### src/rtl/dti_pack.sv
// dti_pack: shared types, field positions and helpers for the DTI
// connect/disconnect responder. The optional error-reporting ports
// (err_pulse, err_cnt) are enabled with the DTI_CONDIS_ERR_EN macro.
package dti_pack;

  localparam int AXIS_DATA_WIDTH = 32;
  localparam int TBU_NUM_WIDTH   = 6;

  // Message field positions, shared by request and ack.
  localparam int MSG_TYPE_LSB = 0;
  localparam int MSG_TYPE_W   = 4;
  localparam int STATE_BIT    = 4;
  localparam int TBU_ID_LSB   = 8;
  localparam int TOK_LSB      = 16;
  localparam int TOK_W        = 8;

  typedef enum logic [1:0] {
    ENTRY_IDLE         = 2'd0,
    ENTRY_CONNECTED    = 2'd1,
    ENTRY_TRANSACTION  = 2'd2,
    ENTRY_DISCONNECTED = 2'd3
  } entry_state_t;

  typedef enum logic [3:0] {
    DTI_TBU_CONDIS_REQ = 4'h0
  } s_msg_type_t;

  typedef enum logic [3:0] {
    DTI_TBU_CONDIS_ACK = 4'h0
  } m_msg_type_t;

  // Build an ack word; every bit outside the named fields is zero.
  function automatic logic [AXIS_DATA_WIDTH-1:0] make_ack(
    input logic                     st,
    input logic [TBU_NUM_WIDTH-1:0] id,
    input logic [TOK_W-1:0]         gnt
  );
    logic [AXIS_DATA_WIDTH-1:0] d;
    d                              = '0;
    d[MSG_TYPE_LSB +: MSG_TYPE_W]  = DTI_TBU_CONDIS_ACK;
    d[STATE_BIT]                   = st;
    d[TBU_ID_LSB +: TBU_NUM_WIDTH] = id;
    d[TOK_LSB +: TOK_W]            = gnt;
    return d;
  endfunction

endpackage

### src/rtl/dti_condis_entry.sv
// dti_condis_entry: connection state of a single TBU. Connect and
// disconnect completion are driven by the responder's ack handshake;
// CONNECTED/TRANSACTION follow the TBU's busy flag every cycle.
module dti_condis_entry
  import dti_pack::*;
(
  input  logic         clk,
  input  logic         rst_n,
  input  logic         i_busy,
  input  logic         i_disconnect,
  input  logic         i_ack_connect,
  input  logic         i_ack_disconnect,
  output entry_state_t o_state,
  output logic         o_connected
);

  entry_state_t r_state;

  // Per-entry state machine; disconnect wins over busy tracking.
  // NOTE: state registers use non-blocking assignments and an async
  // active-low reset so every flop updates together on the clock edge.
  always_ff @(posedge clk or negedge rst_n) begin
    if (!rst_n) begin
      r_state <= ENTRY_IDLE;
    end else begin
      case (r_state)
        ENTRY_IDLE: begin
          if (i_ack_connect) r_state <= ENTRY_CONNECTED;
        end
        ENTRY_CONNECTED: begin
          if (i_disconnect) r_state <= ENTRY_DISCONNECTED;
          else if (i_busy)  r_state <= ENTRY_TRANSACTION;
        end
        ENTRY_TRANSACTION: begin
          if (i_disconnect) r_state <= ENTRY_DISCONNECTED;
          else if (!i_busy) r_state <= ENTRY_CONNECTED;
        end
        ENTRY_DISCONNECTED: begin
          if (i_ack_disconnect) r_state <= ENTRY_IDLE;
        end
        default: r_state <= ENTRY_IDLE;
      endcase
    end
  end

  assign o_state     = r_state;
  assign o_connected = (r_state == ENTRY_CONNECTED) ||
                       (r_state == ENTRY_TRANSACTION);

endmodule

### src/rtl/dti_condis_responder.sv
// dti_condis_responder: accepts DTI TBU connect/disconnect requests one at
// a time, tracks per-TBU connection state and returns acks. Define
// DTI_CONDIS_ERR_EN to add err_pulse / err_cnt reporting of illegal requests.
module dti_condis_responder
  import dti_pack::*;
#(
  parameter int TBU_NUM     = 2,
  parameter int TOK_GNT_MAX = 8
) (
  input  logic                       clk,
  input  logic                       rst_n,
  input  logic                       s_axis_tvalid,
  output logic                       s_axis_tready,
  input  logic [AXIS_DATA_WIDTH-1:0] s_axis_tdata,
  output logic                       m_axis_tvalid,
  input  logic                       m_axis_tready,
  output logic [AXIS_DATA_WIDTH-1:0] m_axis_tdata,
  input  logic [TBU_NUM-1:0]         tbu_busy,
  output logic [TBU_NUM-1:0]         tbu_connected
`ifdef DTI_CONDIS_ERR_EN
  ,
  output logic                       err_pulse,
  output logic [7:0]                 err_cnt
`endif
);

  localparam logic [TBU_NUM_WIDTH:0] ID_LIMIT = (TBU_NUM_WIDTH + 1)'(TBU_NUM);
  localparam logic [TOK_W-1:0]       GNT_MAX  = TOK_W'(TOK_GNT_MAX);

  logic                       r_pending;
  logic                       r_pend_disc;
  logic                       r_pend_grant;
  logic [TBU_NUM_WIDTH-1:0]   r_pend_id;
  logic                       r_mvalid;
  logic [AXIS_DATA_WIDTH-1:0] r_mdata;

  entry_state_t w_state [TBU_NUM];
  entry_state_t w_req_state;
  entry_state_t w_pend_state;
  logic         w_pend_busy;

  // Request decode.
  logic [MSG_TYPE_W-1:0]    w_msg_type;
  logic                     w_req_conn;
  logic [TBU_NUM_WIDTH-1:0] w_req_id;
  logic [TOK_W-1:0]         w_tok_req;
  logic [TOK_W-1:0]         w_tok_gnt;
  logic                     w_grant;
  logic                     w_id_ok;
  logic                     w_legal;
  logic                     w_accept;
  logic                     w_ack_hs;
  logic                     w_unused_bits;

  assign w_msg_type = s_axis_tdata[MSG_TYPE_LSB +: MSG_TYPE_W];
  assign w_req_conn = s_axis_tdata[STATE_BIT];
  assign w_req_id   = s_axis_tdata[TBU_ID_LSB +: TBU_NUM_WIDTH];
  assign w_tok_req  = s_axis_tdata[TOK_LSB +: TOK_W];
  assign w_tok_gnt  = (w_tok_req > GNT_MAX) ? GNT_MAX : w_tok_req;
  assign w_grant    = w_req_conn && (w_tok_req != '0);
  assign w_id_ok    = {1'b0, w_req_id} < ID_LIMIT;

  assign w_unused_bits = ^{s_axis_tdata[7:5], s_axis_tdata[15:14],
                           s_axis_tdata[AXIS_DATA_WIDTH-1:24]};

  // Look up the state of the requested entry and of the pending entry.
  // NOTE: every signal gets a default before the loop so no latch is inferred.
  always_comb begin
    w_req_state  = ENTRY_IDLE;
    w_pend_state = ENTRY_IDLE;
    w_pend_busy  = 1'b0;
    for (int i = 0; i < TBU_NUM; i++) begin
      if (w_req_id == TBU_NUM_WIDTH'(i)) w_req_state = w_state[i];
      if (r_pend_id == TBU_NUM_WIDTH'(i)) begin
        w_pend_state = w_state[i];
        w_pend_busy  = tbu_busy[i];
      end
    end
  end

  assign w_legal = (w_msg_type == DTI_TBU_CONDIS_REQ) && w_id_ok &&
                   (w_req_conn ? (w_req_state == ENTRY_IDLE)
                               : ((w_req_state == ENTRY_CONNECTED) ||
                                  (w_req_state == ENTRY_TRANSACTION)));

  assign s_axis_tready = !r_pending;
  assign w_accept      = s_axis_tvalid && !r_pending;
  assign w_ack_hs      = r_mvalid && m_axis_tready;

  // Request/ack sequencing: one request in flight, ack held until taken.
  always_ff @(posedge clk or negedge rst_n) begin
    if (!rst_n) begin
      r_pending    <= 1'b0;
      r_pend_disc  <= 1'b0;
      r_pend_grant <= 1'b0;
      r_pend_id    <= '0;
      r_mvalid     <= 1'b0;
      r_mdata      <= '0;
    end else if (w_accept && w_legal) begin
      r_pending    <= 1'b1;
      r_pend_disc  <= !w_req_conn;
      r_pend_grant <= w_grant;
      r_pend_id    <= w_req_id;
      if (w_req_conn) begin
        r_mvalid <= 1'b1;
        r_mdata  <= make_ack(w_grant, w_req_id, w_grant ? w_tok_gnt : '0);
      end
    end else if (r_pending && r_pend_disc && !r_mvalid &&
                 (w_pend_state == ENTRY_DISCONNECTED) && !w_pend_busy) begin
      r_mvalid <= 1'b1;
      r_mdata  <= make_ack(1'b0, r_pend_id, '0);
    end else if (w_ack_hs) begin
      r_mvalid  <= 1'b0;
      r_pending <= 1'b0;
    end
  end

  assign m_axis_tvalid = r_mvalid;
  assign m_axis_tdata  = r_mdata;

  for (genvar g = 0; g < TBU_NUM; g++) begin : g_entry
    localparam logic [TBU_NUM_WIDTH-1:0] ID = TBU_NUM_WIDTH'(g);
    dti_condis_entry u_entry (
      .clk              (clk),
      .rst_n            (rst_n),
      .i_busy           (tbu_busy[g]),
      .i_disconnect     (w_accept && w_legal && !w_req_conn && (w_req_id == ID)),
      .i_ack_connect    (w_ack_hs && r_pend_grant && !r_pend_disc && (r_pend_id == ID)),
      .i_ack_disconnect (w_ack_hs && r_pend_disc && (r_pend_id == ID)),
      .o_state          (w_state[g]),
      .o_connected      (tbu_connected[g])
    );
  end

`ifdef DTI_CONDIS_ERR_EN
  logic       r_err_pulse;
  logic [7:0] r_err_cnt;

  // Pulse and saturating count for each dropped illegal request.
  always_ff @(posedge clk or negedge rst_n) begin
    if (!rst_n) begin
      r_err_pulse <= 1'b0;
      r_err_cnt   <= '0;
    end else begin
      r_err_pulse <= w_accept && !w_legal;
      if (w_accept && !w_legal && (r_err_cnt != 8'hFF)) r_err_cnt <= r_err_cnt + 8'd1;
    end
  end

  assign err_pulse = r_err_pulse;
  assign err_cnt   = r_err_cnt;
`endif

endmodule

### config.mk
export PLATFORM = sky130hd
export DESIGN_NAME = dti_condis_responder
export DESIGN_NICKNAME = d
export VERILOG_FILES = /design/src/rtl/dti_pack.sv /design/src/rtl/dti_condis_entry.sv /design/src/rtl/dti_condis_responder.sv
export SDC_FILE = /design/constraint.sdc
export NUM_CORES = 1
export LEC_CHECK = 0
export CORE_MARGIN = 1.5
export CORE_UTILIZATION = 39
export CTS_CLUSTER_DIAMETER = 100
export DETAILED_ROUTE_END_ITERATION = 16
export GPL_ROUTABILITY_DRIVEN = 0
export PLACE_DENSITY = 0.76
export SETUP_SLACK_MARGIN = 0.05
export SLEW_MARGIN = 15
export SYNTH_ARGS = -nofsm -noshare
export SYNTH_HDL_FRONTEND = slang
export SYNTH_SLANG_ARGS = --single-unit
### constraint.sdc
create_clock -name clk -period 4.9 [get_ports clk]
set_clock_uncertainty 0.15 [all_clocks]
set_input_delay 0.98 -clock clk [delete_from_list [all_inputs] [get_ports clk]]
set_output_delay 0.98 -clock clk [all_outputs]
set_load 0.03 [all_outputs]
==> out/results.tsv <==
metric	value	unit
slew margin rel.	0.452	
Cell Rows	23	
Post-Syn Instances	170	
register area	726	um2
H-tree depth reported by CTS	2	
starting density of the core	0.418	
Die Footprint	4820	um2
mean post-synth cell area	10.1	um2
Final Hold Viols	0	
worst min path class	register to register	
count leader, synth	dfrtp_1	
worst-path fanout max	11	
prevailing post-synth register cell	dfrtp_1	
Arr. time, crit path	3.39	ns
outcome	finished, final reports clean	
TritonCTS Buffers	5	
GR Util All Layers	0.165	
unrepaired setup endpoints after global routing	no	
die height	69.4	um
Boundary Pins	74	
number of synthesized flops with an enable pin	0	
initial antenna violation count	0	
clk root buf	clkbuf_8	
DP Area	2110	um2
number of filler cells placed in the layout	371	
P per Cell Area	305	nW/um2
top cells by count, synth	29 x dfrtp_1, 19 x buf_4, 12 x nand2_1	
Die X	69.4	um
FFs w/ async S/R, synth	1.00	
cell mode on critical path	nand2_1	
setup_tns	0	ns
Final min period	3.37	ns
area grow syn2layout	28.7	%
Critical Path Slowest Stage Cell	a21oi_1	
Yosys top cell area share	0.422	
Clk Latency, worst-skew pair	0.28	ns
Clock Sinks	29	
crit path launch type	input port	
drt pass-1 iters	4	
register-to-register setup slack	2.39	ns
period utilisation layout	0.689	
post-route ant nets	0	
CTS resizes	0	
I/O Buffers	43	
DRT iter0 DRCs	73	
Congestion Overflow GR	0	
DPL Wire Length	2810	um
TritonCTS clock tree	yes	
CP max stage delay	0.65	ns
Static Leak	1.08	nW
IR drop worst, VDD	0.197	mV
Max Fclk	296	MHz
number of global-route vias before repair	1343	
mapped cell area	1720	um2
Buffers & Inverters on Critical Path	1	
crit path cell chain	clkdlybuf4s50_1, nor3_4, and2_1, nand2_1, ha_1, nand2_1, a21oi_1, mux2_2	
sequential-to-total area share from yosys stat	0.422	
fin worst setup slack	1.53	ns
Final Util	0.538	
Worst Path Required	4.92	ns
layout cells sized above 1	0.0798	
cts hold-fix bufs	0	
CTS clk-pin slew, worst paths	0.06	ns
Top delay family on crit path	compound AO/OA/AOI/OAI gates	
area leader, netlist	dfrtp_1	
CTS max path bufs	2	
post-DR wirelength/cell	14.3	um
Final Instance Area	2210	um2
vias	1333	
Multi-input gate area	846	um2
drt drc	0	
largest net degree at the start of global routing	30	
Max Cap Viol	0	
dpl ws	1.24	ns
Detailed Route WL	3760	um
Setup CP Type	input port to register	
worst slew pin tran	0.822	ns
nets@finish	262	
# diodes	0	
number of synthesized register bits	29	
Distinct cells, synth	41	
Final Max Slew Viols	0	
Area contributors post-synth	dfrtp_1 42%, buf_4 8.3%, ha_1 8.0%	
synth warn	0	
Post-CTS Setup Bufs	0	
first-pass GRT wire length	6310	um
Crit. End Element	register	
Finish-stage setup viols	0	
Via density	5.07	
core area	4120	um2
layer usage:
metal | vias to the layer above | global-route usage | share of wire
met1 | 641 | 0.219 | 0.46
met3 | 7 | 0.0552 | 0.054
met5 | - | 0 | 0
li1 | 648 | - | -
met4 | 0 | 0.0566 | 0.014
met2 | 37 | 0.250 | 0.47
area by class of cell:
cell class / count / area share
timing repair buffer: 44 / 0.198
multi-input combinational: 123 / 0.382
sequential: 29 / 0.328
clock buffer: 5 / 0.0311
inverter: 10 / 0.0170
tap: 50 / 0.0283
clock inverter: 2 / 0.0158
cells by family (layout without fill, tap and decap cells):
logic type / after synthesis / count (layout) / synth area share
buffers and inverters: 34 / 61 / 0.121
AOI/OAI and AO/OA: 28 / 28 / 0.112
other: 1 / 17 / 0.00218
adders and majority gates: 11 / 11 / 0.0801
DFF: 29 / 29 / 0.422
muxes: 6 / 6 / 0.0378
and+or+nand+nor: 61 / 61 / 0.225
where the power goes:
group,total [W],switching [W],internal [W]
clock,0.000235,0.0000878,0.000147
combinational,0.000180,0.000106,0.0000737
sequential,0.000260,0.0000105,0.000250
total,0.000675,0.000205,0.000471
flip-flops by register name, summed over array words and instances, names as in the netlist:
name and cells:
r_pend_disc 1, r_pend_grant 1, g_entry.u_entry.o_state 4, r_pend_id 6
m_axis_tdata 15, r_pending 1, m_axis_tvalid 1
metrics by stage:
step                      power [W]  std cells  hold WS, ns
after floorplan            0.000396        186        0.338
after global placement     0.000438        256        0.326
after detailed placement   0.000441        256        0.339
after CTS                  0.000683        263        0.355
after global routing       0.000714        263        0.373
final                      0.000675        263        0.349
cells in the final DEF (no fill, tap or decap), types with 2 or more instances in the layout:
master            n
a21o_1            2
a21oi_1           5
a22oi_1           2
a31oi_1           2
a32o_1            3
and3_1           11
clkbuf_8          5
clkdlybuf4s50_1  43
conb_1           17
dfrtp_1          29
ha_1             11
inv_1            10
mux2_2            4
mux2i_1           2
nand2_1          12
nand3_1           2
nand4_1           3
nor2_1            7
nor2b_1           6
nor3_1            5
nor3b_1           3
nor4b_1           2
o211ai_1          3
o21ai_0           5
o22ai_1           2
path summary, 6_finish.rpt:
check / to / start / depth (start not counted)
min in group asynchronous: m_axis_tdata[10] / rst_n / 2
setup / recovery: r_pend_id[0] / s_axis_tdata[10] / 8
max in group asynchronous: g_entry[0].u_entry.o_state[1] / rst_n / 2
hold / removal: m_axis_tdata[17] / m_axis_tdata[17] / 1
setup reg to reg: r_pend_id[0] / g_entry[0].u_entry.o_state[0] / 7
hold reg to reg: m_axis_tdata[17] / m_axis_tdata[17] / 1
Power figures use the tool's default switching activity.
==> patch 1 (config.mk and constraints unchanged) <==
Set the package constant `MSG_TYPE_W` to 6 (it was 4).
--- a/src/rtl/dti_pack.sv
+++ b/src/rtl/dti_pack.sv
@@ -9,5 +9,5 @@
   // Message field positions, shared by request and ack.
   localparam int MSG_TYPE_LSB = 0;
-  localparam int MSG_TYPE_W   = 4;
+  localparam int MSG_TYPE_W   = 6;
   localparam int STATE_BIT    = 4;
   localparam int TBU_ID_LSB   = 8;
Check against the original RTL: not equivalent (a bounded check fails within 4 cycles, from zero or initial values and one cycle with rst_n low).
==> patch 1 against the original RTL <==
  * Sequential cell count did not move
  * Sequential power hardly changed
  * Routed wire length fell by 29%
  * Worst hold slack got worse by 0.013 ns
  * Area after synthesis down 9.0%
  * Cell area decreased by 10%
  * First-iteration DRC count shrank 1.4%
  * Power fell by 9.7%
  * Critical path depth increased by 3
  * Die area shrank 8.7%
  * Non-clock buffer count down 6
  * Setup slack got worse by 0.31 ns
  * Critical endpoint is now g_entry[1].u_entry.o_state[0]$_DFFE_PN0P_
  * Highest routed layer unchanged
==> patch 1: results (changes against the original RTL) <==
clock transition at the registers of the reported paths=0.06 ns (about the same); final hold vios=0 (unchanged); Clock power frac=31.1% (-3.7 points); Max rail drop VDD=0.293 mV (+49%); first-pass GRT wire length=4900 µm (-22%); vias per inst=4.66 (-8.1%); worst hold slack=0.336 ns (-0.0130 ns); most instantiated cells after synthesis=dfrtp_1, buf_4, nor2b_1, ha_1, nand2_1; internal power=0.000429 W (-8.9%); post-DP HPWL=2070 µm (-26%); Area after DPL=1910 µm² (-9.7%); P_leak=0.962 nW (-11%); layout cells sized above 1=8.47% (+0.48 points); critical path data arrival time=3.67 ns (+0.28 ns); Final Power=0.000610 W (-9.7%); WL final=2680 µm (-29%); gr usage total=14.6% (-1.8 points); via count=1,104 (-17%); main area contributors after synthesis=dfrtp_1, buf_4, ha_1, nor2b_1, and2_1; design area=1990 µm² (-10%); IO buf count=36 (-16%); initial drt markers=72 (-1.4%); FF-to-FF Start=g_entry[0].u_entry.o_state[1]$_DFFE_PN0P_; sequential area share after synthesis=46.4% (+4.2 points); hold path startpoint=r_pend_grant$_DFFE_PN0P_; Cells after Synth=149 (-12%); Worst path max stage delay=0.52 ns (-0.13 ns); CP startpoint=s_axis_tdata[13]; Sequential Power Share=42.6% (+4.1 points); CTS buffer count=5 (unchanged); worst r2r dst=g_entry[1].u_entry.o_state[0]$_DFFE_PN0P_; result of the run=completed; Setup WS pre-CTS=0.903 ns (-0.338 ns); Net count, final=238 (-9.2%); worst r2r path cells=10 (+3); Hold Path End=r_pend_grant$_DFFE_PN0P_; critical path's slowest cell=or4_1; R2R setup slack=2.28 ns (-0.11 ns); Netlist cell types=39 (-4.9%); CP max FO=13 (+2); Final period util=75.2% (+6.3 points); Longest Clk Path Bufs=2 (unchanged)
[patch 1: worst max-delay path, delay by kind of cell]
family / cells / cell delay [ns]
buf+inv: 2 / 0.61
fa+ha+maj: 1 / 0.27
compound gates: 2 / 0.38
simple gates: 6 / 1.42
[patch 1: layer usage]
layer	part of all wire, %	GRT usage [%]	up-vias
li1	-	-	552
met1	47	19.9	519
met2	47	21.1	29
met3	4.5	6.30	4
met4	1.2	3.83	0
met5	0	0	-
[patch 1: cell type report]
type | count | area share [%]
timing repair buffer | 38 | 18.8
sequential | 29 | 36.4
inverter | 8 | 1.51
multi-input combinational | 107 | 35.9
tap | 48 | 3.02
clock buffer | 7 | 4.33
[patch 1: cell families after synthesis]
| group | share of synthesized area, % |
|---|---|
| AND/OR/NAND/NOR | 20.8 |
| AO/OA/AOI/OAI | 9.92 |
| buffers and inverters | 11.8 |
| multiplexers | 2.08 |
| flip-flops | 46.4 |
| other | 0.240 |
| adder cells (fa/ha/maj) | 8.80 |
==> patch 2 (same flow settings) <==
Without the edit above. Build with the macro `DTI_CONDIS_ERR_EN` defined.
--- a/src/rtl/dti_condis_responder.sv
+++ b/src/rtl/dti_condis_responder.sv
@@ -2,4 +2,6 @@
 // a time, tracks per-TBU connection state and returns acks. Define
 // DTI_CONDIS_ERR_EN to add err_pulse / err_cnt reporting of illegal requests.
+`define DTI_CONDIS_ERR_EN
+
 module dti_condis_responder
   import dti_pack::*;
Formal check against the unedited RTL (old outputs only; new: err_cnt and err_pulse): equivalent (equiv_simple and equiv_induct, registers matched by name and starting in step).
==> patch 2 against the original RTL <==
  * Non-clock buffer count up 8
  * First-iteration DRC count is 55% lower
  * Area after synthesis is 25% higher
  * Cell area up 24%
  * Largest power group unchanged
  * Critical path depth is 2 higher
  * Routed wire length grew 17%
  * Combinational power fell by 3%
  * Power is 16% higher
  * Setup slack lost 0.14 ns
  * Critical path type unchanged
  * Clock power rose by 15%
  * Sequential cell count is 9 higher
  * Worst hold slack got worse by 0.0078 ns
==> patch 2: results (changes against the original RTL) <==
result of the run=completed; Hold Path End=m_axis_tdata[19]$_DFFE_PN0P_; post-DP HPWL=3270 µm (+17%); layout cells sized above 1=9.88% (+1.9 points); WL final=4390 µm (+17%); Net count, final=303 (+16%); ant diodes=0 (unchanged); Setup Fix Bufs, Post-CTS=0 (unchanged); gr usage total=14.6% (-1.9 points); CTS H-tree depth=2 (unchanged); most instantiated cells after synthesis=dfrtp_1, buf_4, nand2_1, ha_1, and3_1; critical path data arrival time=3.57 ns (+0.18 ns); R2R setup slack=2.28 ns (-0.11 ns); Longest Clk Path Bufs=2 (unchanged); ys async rst share=100% (unchanged); synth warn=0 (unchanged); layout filler cell count=469 (+26%); largest net degree at the start of global routing=39 (+30%); Worst Hold Class=reg2reg; initial antenna violation count=0 (unchanged); clock network latency to the later pin of the worst-skew pair=0.28 ns (about the same); Max rail drop VDD=0.176 mV (-11%); first-pass GRT wire length=6980 µm (+11%); number of global-route vias before repair=1,523 (+13%); CP max FO=3 (-8); max FFs per register=15 (unchanged); FF-to-FF Start=g_entry[0].u_entry.o_state[0]$_DFFE_PN0P_; Setup WS pre-CTS=1.09 ns (-0.146 ns); Area after DPL=2640 µm² (+25%); initial drt markers=33 (-55%); clock transition at the registers of the reported paths=approximately 0.07 ns; Final period util=71.6% (+2.8 points); main area contributors after synthesis=dfrtp_1, ha_1, buf_4, and3_1, nand2_1; slew margin rel.=43.7% (-1.6 points); sequential area share after synthesis=44.3% (+2.1 points); CTS buffer count=5 (unchanged); Critical path destination=g_entry[0].u_entry.o_state[0]$_DFFE_PN0P_; Pre-antenna DRT Iters=4 (unchanged); P_leak=1.31 nW (+22%); hold path startpoint=m_axis_tdata[19]$_DFFE_PN0P_; IO buf count=52 (+21%); clock root cell=clkbuf_8; WHS Path Cells=1 (unchanged); CP startpoint=s_axis_tdata[12]; Netlist cell types=58 (+41%); worst r2r path cells=9 (+2); via count=1,625 (+22%); Post-CTS Resized=0 (unchanged)
patch 2: cell types whose count changed in the layout (fill, tap and decap cells not counted), sizes merged, moves of 4 or more:
cell and delta:
nor2b -4, clkdlybuf4s50 +8, and2 +5, dfrtp +9, xnor2 +6, nor3 -5, nand3 +4
patch 2: critical path, cell delays in order:
cell and delay, ns:
clkdlybuf4s50_1 0.42, or3_4 0.43, nor2_1 0.13, nand2_1 0.07
ha_1 0.31, nor4b_1 0.40, nand4_1 0.27, a22oi_1 0.32
a21oi_1 0.10, a31oi_1 0.14
patch 2: cells by family after synthesis:
logic type | synth area share (%)
buffers and inverters | 9.67
AOI/OAI and AO/OA | 11.1
muxes | 2.97
adders and majority gates | 6.99
DFF | 44.3
other | 0.175
and+or+nand+nor | 21.9
xor gates and xnor gates | 2.86
patch 2: cell type report:
class / instances / area, µm² / area share (%)
sequential: 38 / 951 / 34.6
inverter: 9 / 33.8 / 1.23
timing repair buffer: 52 / 515 / 18.8
clock buffer: 6 / 82.6 / 3.00
multi-input combinational: 147 / 1050 / 38.1
clock inverter: 1 / 30.0 / 1.09
tap: 70 / 87.6 / 3.19
patch 2: power breakdown:
part	switching (W)	internal, W
combinational	0.000101	0.0000743
sequential	0.0000118	0.000323
clock	0.000108	0.000163
total	0.000221	0.000560
patch 2: through the flow:
step	cells	hold slack, ns	power [W]	utilization, %
final	323	0.341	0.000780	52.8
after global routing	323	0.371	0.000818	52.8
after CTS	323	0.342	0.000785	52.8
after detailed placement	316	0.326	0.000516	50.6
after global placement	316	0.322	0.000514	50.6
after floorplan	217	0.304	0.000475	-
patch 2: metal layers:
layer	global-route usage (%)	share of wire [%]	routed length [µm]
met1	17.2	44	1930
met2	25.8	50	2190
met3	4.29	5.4	235
met4	3.64	0.91	40
met5	0	0	0
